===== src/rtl/ysyx_24090018_mdu_pkg.sv =====
// Shared constants for the iterative M-extension unit: funct3 decode, FSM encodings, funct7.
package ysyx_24090018_mdu_pkg;

  localparam logic [2:0] MDU_MUL    = 3'b000;
  localparam logic [2:0] MDU_MULH   = 3'b001;
  localparam logic [2:0] MDU_MULHSU = 3'b010;
  localparam logic [2:0] MDU_MULHU  = 3'b011;
  localparam logic [2:0] MDU_DIV    = 3'b100;
  localparam logic [2:0] MDU_DIVU   = 3'b101;
  localparam logic [2:0] MDU_REM    = 3'b110;
  localparam logic [2:0] MDU_REMU   = 3'b111;

  localparam logic [1:0] StIdle = 2'd0;
  localparam logic [1:0] StCalc = 2'd1;
  localparam logic [1:0] StDone = 2'd2;

  localparam logic [6:0] FUNCT7_M = 7'b0000001;

endpackage


===== src/rtl/ysyx_24090018_mdu_iter.sv =====
// One combinational step of the MDU: shift-add (multiply) or compare-subtract-shift (divide)
// on the {acc, op} pair.
module ysyx_24090018_mdu_iter #(
  parameter int unsigned XLEN = 32
) (
  input  logic            is_div_i,
  input  logic [XLEN-1:0] acc_i,
  input  logic [XLEN-1:0] op_i,
  input  logic [XLEN-1:0] b_i,
  output logic [XLEN-1:0] acc_o,
  output logic [XLEN-1:0] op_o
);

  logic [XLEN:0]   sum;
  logic [XLEN:0]   rem_sh;
  logic [XLEN-1:0] diff;
  logic            ge;

  always_comb begin
    sum    = {1'b0, acc_i} + (op_i[0] ? {1'b0, b_i} : '0);
    rem_sh = {acc_i, op_i[XLEN-1]};
    // Remainder stays below the divisor, so the low XLEN bits of the difference suffice.
    diff   = rem_sh[XLEN-1:0] - b_i;
    ge     = (rem_sh >= {1'b0, b_i});
    if (is_div_i) begin
      acc_o = ge ? diff : rem_sh[XLEN-1:0];
      op_o  = {op_i[XLEN-2:0], ge};
    end else begin
      acc_o = sum[XLEN:1];
      op_o  = {sum[0], op_i[XLEN-1:1]};
    end
  end

endmodule


===== src/rtl/ysyx_24090018_mdu.sv =====
// Iterative RV32M/RV64M multiply/divide unit, one bit per cycle, valid/ready on both sides.
// Holds the FSM, iteration counter, operand sign handling and the divide fast path.
module ysyx_24090018_mdu
  import ysyx_24090018_mdu_pkg::*;
#(
  parameter int unsigned XLEN = 32
) (
  input  logic            clk,
  input  logic            rst,
  input  logic            in_valid_i,
  output logic            in_ready_o,
  input  logic [2:0]      funct3_i,
  input  logic [XLEN-1:0] src1_i,
  input  logic [XLEN-1:0] src2_i,
  input  logic            flush_i,
  output logic            out_valid_o,
  input  logic            out_ready_i,
  output logic [XLEN-1:0] result_o
);

  localparam int unsigned     CNT_W  = $clog2(XLEN) + 1;
  localparam logic [XLEN-1:0] MinInt = {1'b1, {(XLEN-1){1'b0}}};

  logic [1:0]      state_q, state_d;
  logic [CNT_W-1:0] cnt_q, cnt_d;
  logic [2:0]      funct3_q, funct3_d;
  logic            neg_q, neg_d;
  logic            rneg_q, rneg_d;
  logic [XLEN-1:0] acc_q, acc_d, op_q, op_d, b_q, b_d, result_q, result_d;

  logic            a_signed, b_signed, a_neg, b_neg, accept, div_zero, div_ovf;
  logic [XLEN-1:0] a_abs, b_abs, fast_res, iter_acc, iter_op, q_fix, r_fix, final_res;
  logic [2*XLEN-1:0] prod_fix;

  ysyx_24090018_mdu_iter #(
    .XLEN(XLEN)
  ) u_iter (
    .is_div_i(funct3_q[2]),
    .acc_i   (acc_q),
    .op_i    (op_q),
    .b_i     (b_q),
    .acc_o   (iter_acc),
    .op_o    (iter_op)
  );

  assign in_ready_o  = (state_q == StIdle);
  assign out_valid_o = (state_q == StDone);
  assign result_o    = result_q;

  always_comb begin
    a_signed = funct3_i inside {MDU_MULH, MDU_MULHSU, MDU_DIV, MDU_REM};
    b_signed = funct3_i inside {MDU_MULH, MDU_DIV, MDU_REM};
    a_neg    = a_signed & src1_i[XLEN-1];
    b_neg    = b_signed & src2_i[XLEN-1];
    a_abs    = a_neg ? -src1_i : src1_i;
    b_abs    = b_neg ? -src2_i : src2_i;
    accept   = in_valid_i & in_ready_o & ~flush_i;
    div_zero = funct3_i[2] & (src2_i == '0);
    div_ovf  = (funct3_i inside {MDU_DIV, MDU_REM}) & (src1_i == MinInt) & (src2_i == '1);
    if (div_zero) fast_res = funct3_i[1] ? src1_i : '1;
    else          fast_res = funct3_i[1] ? '0 : src1_i;
  end

  // Sign fixup applied to the final iteration's output on the CALC->DONE edge.
  always_comb begin
    prod_fix = neg_q ? -{iter_acc, iter_op} : {iter_acc, iter_op};
    q_fix    = neg_q ? -iter_op : iter_op;
    r_fix    = rneg_q ? -iter_acc : iter_acc;
    if (funct3_q[2])             final_res = funct3_q[1] ? r_fix : q_fix;
    else if (funct3_q == MDU_MUL) final_res = prod_fix[XLEN-1:0];
    else                          final_res = prod_fix[2*XLEN-1:XLEN];
  end

  always_comb begin
    state_d  = state_q;
    cnt_d    = cnt_q;
    funct3_d = funct3_q;
    neg_d    = neg_q;
    rneg_d   = rneg_q;
    acc_d    = acc_q;
    op_d     = op_q;
    b_d      = b_q;
    result_d = result_q;
    case (state_q)
      StIdle: begin
        if (accept) begin
          funct3_d = funct3_i;
          neg_d    = a_neg ^ b_neg;
          rneg_d   = a_neg;
          cnt_d    = '0;
          acc_d    = '0;
          op_d     = funct3_i[2] ? a_abs : b_abs;
          b_d      = funct3_i[2] ? b_abs : a_abs;
          if (div_zero || div_ovf) begin
            state_d  = StDone;
            result_d = fast_res;
          end else begin
            state_d = StCalc;
          end
        end
      end
      StCalc: begin
        acc_d = iter_acc;
        op_d  = iter_op;
        cnt_d = cnt_q + CNT_W'(1);
        if (cnt_q == CNT_W'(XLEN - 1)) begin
          state_d  = StDone;
          result_d = final_res;
        end
      end
      StDone: begin
        if (out_ready_i) state_d = StIdle;
      end
      default: state_d = StIdle;
    endcase
    if (flush_i) begin
      state_d = StIdle;
      cnt_d   = '0;
    end
  end

  always_ff @(posedge clk or posedge rst) begin
    if (rst) begin
      state_q  <= StIdle;
      cnt_q    <= '0;
      funct3_q <= '0;
      neg_q    <= 1'b0;
      rneg_q   <= 1'b0;
      acc_q    <= '0;
      op_q     <= '0;
      b_q      <= '0;
      result_q <= '0;
    end else begin
      state_q  <= state_d;
      cnt_q    <= cnt_d;
      funct3_q <= funct3_d;
      neg_q    <= neg_d;
      rneg_q   <= rneg_d;
      acc_q    <= acc_d;
      op_q     <= op_d;
      b_q      <= b_d;
      result_q <= result_d;
    end
  end

endmodule


===== config.mk =====
export PLATFORM = sky130hd
export DESIGN_NAME = ysyx_24090018_mdu
export DESIGN_NICKNAME = d
export VERILOG_FILES = /design/src/rtl/ysyx_24090018_mdu_pkg.sv /design/src/rtl/ysyx_24090018_mdu_iter.sv /design/src/rtl/ysyx_24090018_mdu.sv
export SDC_FILE = /design/constraint.sdc
export NUM_CORES = 1
export LEC_CHECK = 0
export CAP_MARGIN = 20
export CORE_MARGIN = 1
export CORE_UTILIZATION = 35
export CTS_CLUSTER_SIZE = 24
export DETAILED_ROUTE_END_ITERATION = 8
export PLACE_DENSITY_LB_ADDON = 0.3
export SLEW_MARGIN = 0
export SYNTH_ARGS = -nofsm -noshare
export SYNTH_HDL_FRONTEND = slang
export SYNTH_SLANG_ARGS = --single-unit

===== constraint.sdc =====
create_clock -name clk -period 4.1 [get_ports clk]
set_input_delay 0.41 -clock clk [delete_from_list [all_inputs] [get_ports clk]]
set_output_delay 0.41 -clock clk [all_outputs]
set_load 0.1 [all_outputs]

==> results.toml <==
[clock_network]
cts_buffers = 17
holdBufCountCts = 0
clk_latency_ns = 0.48
htreeDepth = 4
cts_root_buffer = "clkbuf_16"
clk_pin_slew_ns = 0.07
cts_buffer_depth = 2
clock_sink_count = 141
cts_tree = "yes"

[critical_path]
cp_num_buf_inv = 3
cp_top_family = "simple AND/OR/NAND/NOR gates"
cp.required_ns = 4.44
crit_type = "flip-flop to flip-flop"
critPathArrivalTime_ns = 4.77
crit_path_top_delay_cell = "or4_1"
end_kind = "flip-flop"
worstSetupStartpointType = "flip-flop"
path_cells = "buf_12 > and2_4 > ha_4 > buf_4 > nand4_1 > nor4_2 > o211ai_1 > o211ai_1 > buf_4 > a221o_1 > xor2_1 > o32a_1 > nor3b_4 > nand2_2 > or4_1 > a21oi_2 > a311oi_1"
max_stage_delay_ns = 0.60
path_max_fanout = 6

[place]
io_buffers = 105
routabilityCongestion = 1.05
place_hpwl_mm = 68.4

[power]
power.leakage_nw = 10.9
power_density_nw_per_um2 = 932
ir_drop_v = 0.000616

[floorplanning]
design.die.area_um2 = 49500
boundaryPins = 106
die_x_um = 223
rows = 80
core_area_um2 = 47800
die_y_um = 223
start_util_pct = 35.6

[synth]
yosysSeqAreaShare_pct = 20.7
synthArstFlopShare_pct = 100
synth_top_area_share_pct = 20.7
netlist-cell-type-count = 112
synth_top_cell_by_area = "dfrtp_1"
synth_edf_count = 0
ys_ff_latch = 141
yosysWarnings = 0
syn_inst = 2319
yosys_most_used_dff = "dfrtp_1"
syn_area_um2 = 17000
avgSynthCellArea_um2 = 7.34
synth_fp_nets = 2463
synth.area.top_cells = "dfrtp_1 (21%), o21ai_0 (6.0%), nand2_1 (5.8%)"

[routing]
drt-total-wl_mm = 87.8
route.detailed.drc = 0
dr.pass1.iters = 6
via_per_inst = 6.05
vias = 21600
drtAntennaViolNets = 0
wire_per_inst_um = 24.5
drt-initial-drc-count = 2374

[sta]
final_hold_viol_count = 0
fin_ws_ns = -0.323
setup_viol = 17
rsz0062_at_grt = "true"
fin_hold_ws_ns = 0.385
min_period_over_period_pct = 108
period_minus_slack_ns = 4.42
fmax_mhz = 226
slew_headroom_pct = 29.2
final.setup_skew_ns = 0.0124
drv_slew = 0
worst_slew_pin_slew_ns = 1.06

[run_status]
status = "complete, but fails checks"
violations = "setup timing"

[global_route]
grt_most_used_layer = "met2"
grtUsageTotal_pct = 34.2
grt_pass1_vias = 20400
grt_max_degree = 90
grt_pass1_wl_mm = 128
overflow = 0
use_met1_pct = 45.8
grt_util_met3_pct = 7.22
antenna_found_initial = 4
grt_util_met2_pct = 53.0

[job]
drv_cap = 0

[cells_and_area]
area_delta_synth_final_pct = 52.5
n_antenna_cell = 0
final_util_pct = 54.3
nNetsFinal = 3093
drive_gt1_share_pct = 34.3
layout_commonest_cell = "buf_4"
n_fill_cell = 4513
final_cell_mix = "buf_4 (598), nand2_1 (260), nor2_1 (190), o21ai_0 (186), a21oi_1 (162)"

[worst_hold_path]
hp-class = "primary input to async pin"
## path summary, 6_finish.rpt
check	slack, ns	end	cells after the start	start
setup / recovery	-0.32	result_o[29]	17	op_q[0]
hold / removal	0.38	b_q[5]	2	rst
setup reg to reg	-0.32	result_o[29]	17	op_q[0]
hold reg to reg	0.48	result_o[10]	2	result_o[10]
max in group asynchronous	2.78	result_o[26]	3	rst
min in group clk	0.48	result_o[10]	2	result_o[10]
## area by class of cell
cell class	count	area, µm²	share of cell area, %
Multi-Input combinational cell	1946	14400	55.4
Timing Repair Buffer	763	6360	24.5
Sequential cell	141	3540	13.6
Tap cell	615	769	2.96
Clock buffer	18	439	1.69
Inverter	80	304	1.17
Clock inverter	13	188	0.723
## cells by family (layout without fill, tap and decap cells)
logic type / after synthesis / count (layout) / synth area share [%]
AO/OA/AOI/OAI: 775 / 775 / 30.0
AND/OR/NAND/NOR: 854 / 854 / 24.9
XOR/XNOR: 173 / 173 / 8.90
multiplexers: 54 / 54 / 3.25
flip-flops: 141 / 141 / 20.7
adder cells (fa/ha/maj): 90 / 90 / 6.44
buffers and inverters: 232 / 874 / 5.77
## synthesized netlist by cell type (56+ instances only)
master,number
nand2_1,265
o21ai_0,205
nor2_1,199
a21oi_1,194
dfrtp_1,141
xnor2_1,107
clkbuf_1,100
inv_1,79
nand3_1,79
ha_1,70
xor2_1,66
nor3_1,56
## repair_timing
action	in CTS	in global routing
pin swaps	61	103
endpoints found under the setup margin	31	30
gates cloned	0	3
setup buffers	29	44
resized for setup	153	209
## per-stage QoR
step                total power, W  area, µm²  cells  TNS (ns)  worst slack, ns
CTS                         0.0218      24400   3530    -0.734           -0.132
global route                0.0253      26000   3576     -5.08           -0.377
finish                      0.0242      26000   3576     -2.17           -0.323
global placement            0.0188      22700   3470    -12.19           -0.631
floorplan                   0.0110      17100   2319    -0.222           -0.113
detailed placement          0.0189      22700   3470    -12.31           -0.615
## per-layer routing
layer,up-vias,share of wire (%)
met1,10500,42
met5,-,0.044
met2,1110,44
met4,6,4.5
met3,196,9.3
li1,9826,-
## flip-flops by register name, summed over array words and instances (netlist names)
signal    flops
funct3_q      3
rneg_q        1
result_o     32
acc_q        32
neg_q         1
state_q       2
cnt_q         6
op_q         32
b_q          32
## power by group
part | total (W) | switching [W] | internal [W]
clock network | 0.00177 | 0.000739 | 0.00103
registers | 0.00248 | 0.000573 | 0.00191
logic | 0.0200 | 0.0112 | 0.00880
total | 0.0242 | 0.0125 | 0.0117
No activity file was read; power rests on OpenSTA's default activity.
